$ cat src/rtl/addsub_pkg.sv
// Shared opcodes and flag bundle for the pipelined add/subtract unit.
package addsub_pkg;

    localparam logic OP_ADD = 1'b0;
    localparam logic OP_SUB = 1'b1;

    typedef struct packed {
        logic cout;
        logic ovf;
        logic zero;
    } addsub_flags_t;

endpackage

$ cat src/rtl/addsub_slice.sv
// Combinational ripple-carry chunk: one slice of the pipelined adder.
// Also exposes the carry into the chunk MSB so the top slice can derive overflow.
module addsub_slice #(
    parameter int CHUNK = 8
) (
    input  logic [CHUNK-1:0] a,
    input  logic [CHUNK-1:0] b,
    input  logic             ci,
    output logic [CHUNK-1:0] s,
    output logic             co,
    output logic             c_msb
);

    logic [CHUNK:0] carry;

    // Ripple the carry bit by bit through the chunk.
    always_comb begin
        carry    = '0;
        s        = '0;
        carry[0] = ci;
        for (int i = 0; i < CHUNK; i++) begin
            s[i]       = a[i] ^ b[i] ^ carry[i];
            carry[i+1] = (a[i] & b[i]) | (carry[i] & (a[i] ^ b[i]));
        end
    end

    assign co    = carry[CHUNK];
    assign c_msb = carry[CHUNK-1];

endmodule

$ cat src/rtl/pipelined_addsub.sv
// Pipelined two's-complement add/subtract. The WIDTH-bit add is split into
// STAGES ripple chunks, one register stage per chunk. Operand chunks not yet
// consumed ride along in skew registers; finished low sum chunks travel with
// the operation. The whole pipeline advances together when the output slot
// is free or being drained.
module pipelined_addsub #(
    parameter int WIDTH  = 32,
    parameter int STAGES = 4
) (
    input  logic             clk,
    input  logic             rst_n,
    input  logic             flush,
    input  logic             in_valid,
    output logic             in_ready,
    input  logic [WIDTH-1:0] a,
    input  logic [WIDTH-1:0] b,
    input  logic             sub,
    input  logic             cin,
    output logic             out_valid,
    input  logic             out_ready,
    output logic [WIDTH-1:0] sum,
    output logic             cout,
    output logic             ovf,
    output logic             zero
);
    import addsub_pkg::*;

    localparam int CHUNK = WIDTH / STAGES;

    if (STAGES < 1 || STAGES > WIDTH || (WIDTH % STAGES) != 0) begin : g_bad_params
        $error("pipelined_addsub: WIDTH must be a multiple of STAGES and 1 <= STAGES <= WIDTH");
    end

    logic adv;
    logic accept;

    // What each stage sees at its input (stage 0: the port, stage k: register k-1).
    logic             stg_v    [STAGES];
    logic [WIDTH-1:0] stg_a    [STAGES];
    logic [WIDTH-1:0] stg_b    [STAGES];
    logic [WIDTH-1:0] stg_s    [STAGES];
    logic             stg_c    [STAGES];

    logic [CHUNK-1:0] slice_s  [STAGES];
    logic             slice_co [STAGES];
    logic             slice_cm [STAGES];
    logic [WIDTH-1:0] s_next   [STAGES];

    // Stage registers; the last stage doubles as the output register.
    logic             v_reg    [STAGES];
    logic [WIDTH-1:0] a_reg    [STAGES];
    logic [WIDTH-1:0] b_reg    [STAGES];
    logic [WIDTH-1:0] s_reg    [STAGES];
    logic             c_reg    [STAGES];

    addsub_flags_t    flags_reg;
    addsub_flags_t    flags_next;

    assign adv      = !v_reg[STAGES-1] || out_ready;
    assign in_ready = adv && !flush && rst_n;
    assign accept   = in_valid && in_ready;

    genvar gi;
    generate
        for (gi = 0; gi < STAGES; gi++) begin : g_stage
            localparam int LO = gi * CHUNK;
            localparam logic [WIDTH-1:0] MASK = ((WIDTH'(1) << CHUNK) - WIDTH'(1)) << LO;

            if (gi == 0) begin : g_first
                // Subtraction is A + ~B + ~borrow.
                assign stg_v[gi] = accept;
                assign stg_a[gi] = a;
                assign stg_b[gi] = (sub == OP_SUB) ? ~b : b;
                assign stg_c[gi] = (sub == OP_SUB) ? ~cin : cin;
                assign stg_s[gi] = '0;
            end else begin : g_rest
                assign stg_v[gi] = v_reg[gi-1];
                assign stg_a[gi] = a_reg[gi-1];
                assign stg_b[gi] = b_reg[gi-1];
                assign stg_c[gi] = c_reg[gi-1];
                assign stg_s[gi] = s_reg[gi-1];
            end

            addsub_slice #(.CHUNK(CHUNK)) u_slice (
                .a     (stg_a[gi][LO +: CHUNK]),
                .b     (stg_b[gi][LO +: CHUNK]),
                .ci    (stg_c[gi]),
                .s     (slice_s[gi]),
                .co    (slice_co[gi]),
                .c_msb (slice_cm[gi])
            );

            // Drop this stage's sum chunk into its place in the running result.
            assign s_next[gi] = (stg_s[gi] & ~MASK) | (WIDTH'(slice_s[gi]) << LO);
        end
    endgenerate

    // Flags are formed from the completed sum leaving the top slice.
    always_comb begin
        flags_next      = '0;
        flags_next.cout = slice_co[STAGES-1];
        flags_next.ovf  = slice_co[STAGES-1] ^ slice_cm[STAGES-1];
        flags_next.zero = (s_next[STAGES-1] == '0);
    end

    // Pipeline registers: valid bits obey flush, everything moves only on adv.
    always_ff @(posedge clk or negedge rst_n) begin
        if (!rst_n) begin
            for (int k = 0; k < STAGES; k++) begin
                v_reg[k] <= 1'b0;
                a_reg[k] <= '0;
                b_reg[k] <= '0;
                s_reg[k] <= '0;
                c_reg[k] <= 1'b0;
            end
            flags_reg <= '0;
        end else begin
            for (int k = 0; k < STAGES; k++) begin
                if (flush) begin
                    v_reg[k] <= 1'b0;
                end else if (adv) begin
                    v_reg[k] <= stg_v[k];
                end
                if (adv) begin
                    a_reg[k] <= stg_a[k];
                    b_reg[k] <= stg_b[k];
                    s_reg[k] <= s_next[k];
                    c_reg[k] <= slice_co[k];
                end
            end
            if (adv) begin
                flags_reg <= flags_next;
            end
        end
    end

    assign out_valid = v_reg[STAGES-1];
    assign sum       = s_reg[STAGES-1];
    assign cout      = flags_reg.cout;
    assign ovf       = flags_reg.ovf;
    assign zero      = flags_reg.zero;

endmodule

$ cat config.mk
export PLATFORM = sky130hd
export DESIGN_NAME = pipelined_addsub
export DESIGN_NICKNAME = d
export VERILOG_FILES = /design/src/rtl/addsub_pkg.sv /design/src/rtl/addsub_slice.sv /design/src/rtl/pipelined_addsub.sv
export SDC_FILE = /design/constraint.sdc
export NUM_CORES = 1
export LEC_CHECK = 0
export CAP_MARGIN = 40
export CORE_ASPECT_RATIO = 1.5
export CORE_MARGIN = 5
export CORE_UTILIZATION = 55
export DETAILED_ROUTE_END_ITERATION = 8
export GPL_TIMING_DRIVEN = 0
export PLACE_DENSITY_LB_ADDON = 0.12
export SLEW_MARGIN = 20
export SYNTH_ARGS = -nofsm -noshare
export SYNTH_HDL_FRONTEND = slang
export SYNTH_SLANG_ARGS = --single-unit
$ cat constraint.sdc
create_clock -name clk -period 5.5 [get_ports clk]
set_clock_uncertainty 0.1 [all_clocks]
set_input_delay 1.1 -clock clk [delete_from_list [all_inputs] [get_ports clk]]
set_output_delay 1.1 -clock clk [all_outputs]
set_load 0.05 [all_outputs]
; After elaboration in Yosys (flattened, before gate mapping)
; Index checks and enable logic that the tools add are counted.
[totals]
regBits = 282
input_bits = 71
out_inout_bits = 37
word_cells = 204
[classes]
n_mux = 10
bitwise = 166
reduce_logical = 8
[ops]
columns = cell, count
row1 = bitwise XOR 1 bit, 65
row2 = bitwise AND 1 bit, 64
row3 = logical NOT 32 bit, 1
row4 = 2-to-1 mux 32 bit, 1
row5 = NOT 32 bit, 1
row6 = bitwise OR 1 bit, 32
row7 = bitwise OR 24 x 32 -> 32 bit, 1
row8 = bitwise OR 16 x 24 -> 24 bit, 1
row9 = bitwise OR 8 x 16 -> 16 bit, 1
row10 = 2-to-1 mux 1 bit, 9
row11 = logical AND 1 bit, 3
row12 = logical NOT 1 bit, 2
row13 = nonzero test 2 bit, 1
row14 = logical OR 1 bit, 1
row15 = NOT 1 bit, 1

; Logic depth before layout (Yosys ltp)
[depth]
word_depth = 19
ltp_mapped = 16

; By module
; Synthesis repeated with hierarchy kept, for this count alone.
[unflattened]
cells_unflattened = 882
area_unflattened_um2 = 8125.3
[by_module_without_submodules]
columns = module, n_inst, cells_per_inst, area_per_inst_um2
row1 = pipelined_addsub, 1, 810, 7334.5
row2 = addsub_slice, 4, 18, 197.7

; Worst setup path after synthesis
; OpenSTA, ideal clock, no wires.
[synth_timing]
path_kind = input -> register
start = in sub
end = reg s_reg[103] (netlist bit)
setup_ns = 0.116
t_arrival_ns = 4.860
required_time_ns = 5.284
path_slack_ns = 0.424
cell_stages = 16
cell_sequence = buf_2 -> buf_4 -> xnor2_1 -> fa_1 -> inv_1 -> fa_1 -> inv_1 -> fa_1 -> fa_1 -> fa_1 -> fa_1 -> fa_1 -> inv_1 -> fa_1 -> nand2_1 -> nand2_1
[synth_between]
elab_chain_cells = 17
elab_cells_between_ends = 32
[synth_lines]
columns = item, line_no
row1 = from (decl), pipelined_addsub.sv:17  ; input logic sub,
row2 = 2-to-1 mux 32 bit, pipelined_addsub.sv:73  ; assign stg_b[gi] = (sub == OP_SUB) ? ~b : b;
row3 = bitwise XOR 1 bit, addsub_slice.sv:23  ; carry[i+1] = (a[i] & b[i]) | (carry[i] & (a[i] ^ b[i]));
row4 = bitwise AND 1 bit, addsub_slice.sv:23
row5 = bitwise OR 1 bit, addsub_slice.sv:23
row6 = bitwise AND 1 bit, addsub_slice.sv:23
row7 = bitwise OR 1 bit, addsub_slice.sv:23
row8 = bitwise AND 1 bit, addsub_slice.sv:23
row9 = bitwise OR 1 bit, addsub_slice.sv:23
row10 = [... 2 more ...], n/a
row11 = bitwise AND 1 bit, addsub_slice.sv:23
row12 = bitwise OR 1 bit, addsub_slice.sv:23
row13 = bitwise AND 1 bit, addsub_slice.sv:23
row14 = bitwise OR 1 bit, addsub_slice.sv:23
row15 = bitwise AND 1 bit, addsub_slice.sv:23
row16 = bitwise OR 1 bit, addsub_slice.sv:23
row17 = bitwise XOR 1 bit *, addsub_slice.sv:22  ; s[i] = a[i] ^ b[i] ^ carry[i];
row18 = named net g_stage[0].u_slice.s[7], addsub_slice.sv:9  ; output logic [CHUNK-1:0] s,
row19 = "to (signal, indexed assignment)", pipelined_addsub.sv:127  ; s_reg[k] <= s_next[k];
row20 = to (decl), pipelined_addsub.sv:53  ; logic [WIDTH-1:0] s_reg [STAGES];
; The timed path passes the listed nets; every way through them passes the cells marked *.
; A chain may end at the register's enable or synchronous reset.

; Final worst setup path
[layout_timing]
start = in cin
end = reg s_reg[103] (netlist bit)
[layout_between]
elab_chain_cells = 17
[layout_lines]
columns = item, line_no
row1 = from (decl), pipelined_addsub.sv:18  ; input logic cin,
row2 = NOT 1 bit, pipelined_addsub.sv:74  ; assign stg_c[gi] = (sub == OP_SUB) ? ~cin : cin;
row3 = 2-to-1 mux 1 bit *, pipelined_addsub.sv:74
row4 = bitwise AND 1 bit *, addsub_slice.sv:23
row5 = bitwise OR 1 bit *, addsub_slice.sv:23
row6 = bitwise AND 1 bit *, addsub_slice.sv:23
row7 = bitwise OR 1 bit *, addsub_slice.sv:23
row8 = bitwise AND 1 bit *, addsub_slice.sv:23
row9 = bitwise OR 1 bit *, addsub_slice.sv:23
row10 = [... 2 more ...], n/a
row11 = bitwise AND 1 bit *, addsub_slice.sv:23
row12 = bitwise OR 1 bit *, addsub_slice.sv:23
row13 = bitwise AND 1 bit *, addsub_slice.sv:23
row14 = bitwise OR 1 bit *, addsub_slice.sv:23
row15 = bitwise AND 1 bit *, addsub_slice.sv:23
row16 = bitwise OR 1 bit *, addsub_slice.sv:23
row17 = bitwise XOR 1 bit *, addsub_slice.sv:22
row18 = named net g_stage[0].u_slice.s[7], addsub_slice.sv:9
; Marked as above.

==> results.toml <==
[run_status]
status = "completed"

[route]
finalWirelength_um = 16940
post_drt_wl_per_cell_um = 14.33
drc_errors = 0
highest_layer = "met4"
dr_wl_met3_um = 776
drt-pass1-iter-count = 5
via_count = 5720
wl_met1_um = 6875
viasPerCell = 4.839
dr_wl_met2_um = 8792
drt-initial-drc-count = 222
postRouteAntennaNets = 0

[cts]
clk_pin_slew_ns = 0.08
cts_tree = "done"
numCtsBuffers = 17
htree_levels = 4
ctsHoldBuffers = 0
clock_sinks = 186
clockBufferDepth = 2
insertion_delay_ns = 0.43
cts.repair.resized = 0
cts_setup_buffers = 0
root_buffer = "clkbuf_16"

[cells_and_area]
drive_above_1_share_pct = 6.998
n_fill_cell = 1260
num-nets-final = 1076
instances_no_fill = 1182
area_delta_synth_final_pct = 24.05
n_antenna_cell = 0
stdcell_area_sq_um = 9946
fin_util_pct = 68.79

[timing]
period_share_pct = 87.81
setup_violations = 0
tightest_slew_ns = 0.7066
fmax_ghz = 0.2071
fin_ws_ns = 0.6706
final.setup.tns_ns = 0
worst_hold_slack_ns = 0.3652
rsz0062_at_grt = "no"
hold_viol = 0
slew_violations = 0
slew_headroom_pct = 52.46
period_needed_ns = 4.829

[logic_synthesis]
ys_warn_count = 0
synth_flop_cell = "dfrtp_1"
syn_area_per_cell_sq_um = 9.477
yosys_register_bits = 186
synth_commonest_cells = "433 x nand2_1, 186 x dfrtp_1, 34 x o21ai_0"
synth_top_area_share_pct = 58.05
yosysUniqueCellTypes = 21
synthTopCellsByArea = "dfrtp_1 58%, nand2_1 20%, fa_1 8.0%, xnor2_1 3.2%, o21ai_0 2.1%"
synth_seq_area_share_pct = 58.05
yosysMostFrequentCell = "nand2_1"
netlist_instances = 846
synth_top_area_cell = "dfrtp_1"
syn_nets = 949
netlist_area_sq_um = 8018
synth_edf_count = 0
async_flop_share_pct = 100.0

[pwr]
swShare_pct = 33.59
leakagePower_nw = 4.785
peakVddDrop_mv = 0.2266
clockPowerShare_pct = 29.9
power_density_nw_per_um2 = 390.4
power.internal_mw = 2.579
power_mw = 3.883
p_sw_mw = 1.304
p_seq_share_pct = 45.9
comb_power_share_pct = 24.1

[placed_design]
hpwl_um = 12890
pre_cts_ws_ns = 0.1915
dp_cells = 1150
finalWeightedCongestion = 0.8053
detailed_place.area_sq_um = 9384
io_buffers = 106

[floorplanning]
die_x_um = 108.6
dieArea_sq_um = 17140
io_pins = 108
coreArea_sq_um = 14460
die-height_um = 157.9
placementRows = 54
start_util_pct = 55.45

[hold_path]
hold_path_class = "reg2reg"

[critical_path]
crit_type = "in2reg"
cp_max_fo = 1
end_kind = "flip-flop"
worst-endpoint-required_ns = 5.72
critPathArrivalTime_ns = 5.05
cp-start-kind = "primary input"

[grt]
antenna_found_initial = 0
grt_usage_pct = 21.78
grt_pass1_vias = 5866
grt_pass1_wl_um = 28660
grt_overflow = 0
grt_max_degree = 86

[run]
maxCapViolCount = 0
-- critical path, stage by stage --
cell	delay, ns
clkdlybuf4s50_1	0.42
xnor2_1	0.14
fa_1	0.40
inv_1	0.08
fa_1	0.17
inv_1	0.05
fa_1	0.41
fa_1	0.42
fa_1	0.42
fa_1	0.42
fa_1	0.39
inv_1	0.08
fa_1	0.42
nand2_1	0.07
nand2_1	0.05
-- routing by layer --
| metal | global-route usage, % | up-vias |
|---|---|---|
| li1 | - | 2834 |
| met1 | 27.08 | 2714 |
| met2 | 37.72 | 147 |
| met3 | 4.406 | 25 |
| met4 | 7.762 | 0 |
| met5 | 0 | - |
-- final cells by class --
| cell class | count | area (sq um) | share of cell area, % |
|---|---|---|---|
| flip-flops and latches | 186 | 4654 | 46.80 |
| multi-input cells | 585 | 2999 | 30.15 |
| repair buffers | 108 | 1121 | 11.27 |
| clock buffers | 17 | 425.4 | 4.277 |
| plain buffers | 45 | 251.5 | 2.529 |
| well taps | 196 | 245.2 | 2.466 |
| clock inverters | 15 | 136.4 | 1.371 |
| inverters | 30 | 112.6 | 1.132 |
-- power groups by stage --
stage | clock (mW) | combinational (mW) | sequential, mW
floorplan | 0 | 0.301 | 2.07
global placement | 0 | 0.916 | 1.80
detailed placement | 0 | 0.943 | 1.81
CTS | 1.17 | 0.949 | 1.79
global route | 1.24 | 1.03 | 1.82
finish | 1.16 | 0.937 | 1.78
-- final timing paths --
path                       cells past startpoint                endpoint  slack, ns                   from
max                                           15  s_reg[103]$_DFFE_PN0N_       0.67                    cin
min                                            2      sum[7]$_DFFE_PN0N_       0.37     sum[7]$_DFFE_PN0N_
max reg2reg                                   14        zero$_DFFE_PN0N_       1.08  a_reg[56]$_DFFE_PN0N_
min reg2reg                                    2      sum[7]$_DFFE_PN0N_       0.37     sum[7]$_DFFE_PN0N_
max in group asynchronous                      3  a_reg[108]$_DFFE_PN0N_       3.87                  rst_n
min in group asynchronous                      1     sum[27]$_DFFE_PN0N_       0.44                  rst_n
-- cells by family (layout without fill, tap and decap cells) --
logic type	count (synthesis)	in the layout	synth area share, %
AO/OA/AOI/OAI	54	54	3.402
adder cells (fa/ha/maj)	32	32	7.990
flip-flops	186	186	58.05
XOR/XNOR	34	34	3.714
AND/OR/NAND/NOR	465	465	22.30
buffers and inverters	75	215	4.541
-- cell usage in the layout (no fill, tap or decap), types with 2 or more instances in the layout --
| cell | count |
|---|---|
| nor4_1 | 6 |
| o21ai_0 | 34 |
| nor2_1 | 18 |
| nand4_1 | 2 |
| a21oi_1 | 19 |
| inv_1 | 30 |
| buf_4 | 14 |
| inv_8 | 3 |
| nand2_1 | 433 |
| clkdlybuf4s50_1 | 105 |
| nor4b_1 | 2 |
| buf_2 | 18 |
| clkinvlp_4 | 5 |
| fa_1 | 32 |
| clkbuf_16 | 17 |
| xnor2_1 | 29 |
| inv_6 | 4 |
| xor2_1 | 5 |
| dfrtp_1 | 186 |
| buf_16 | 2 |
| clkbuf_1 | 12 |
Power figures use the tool's default switching activity.
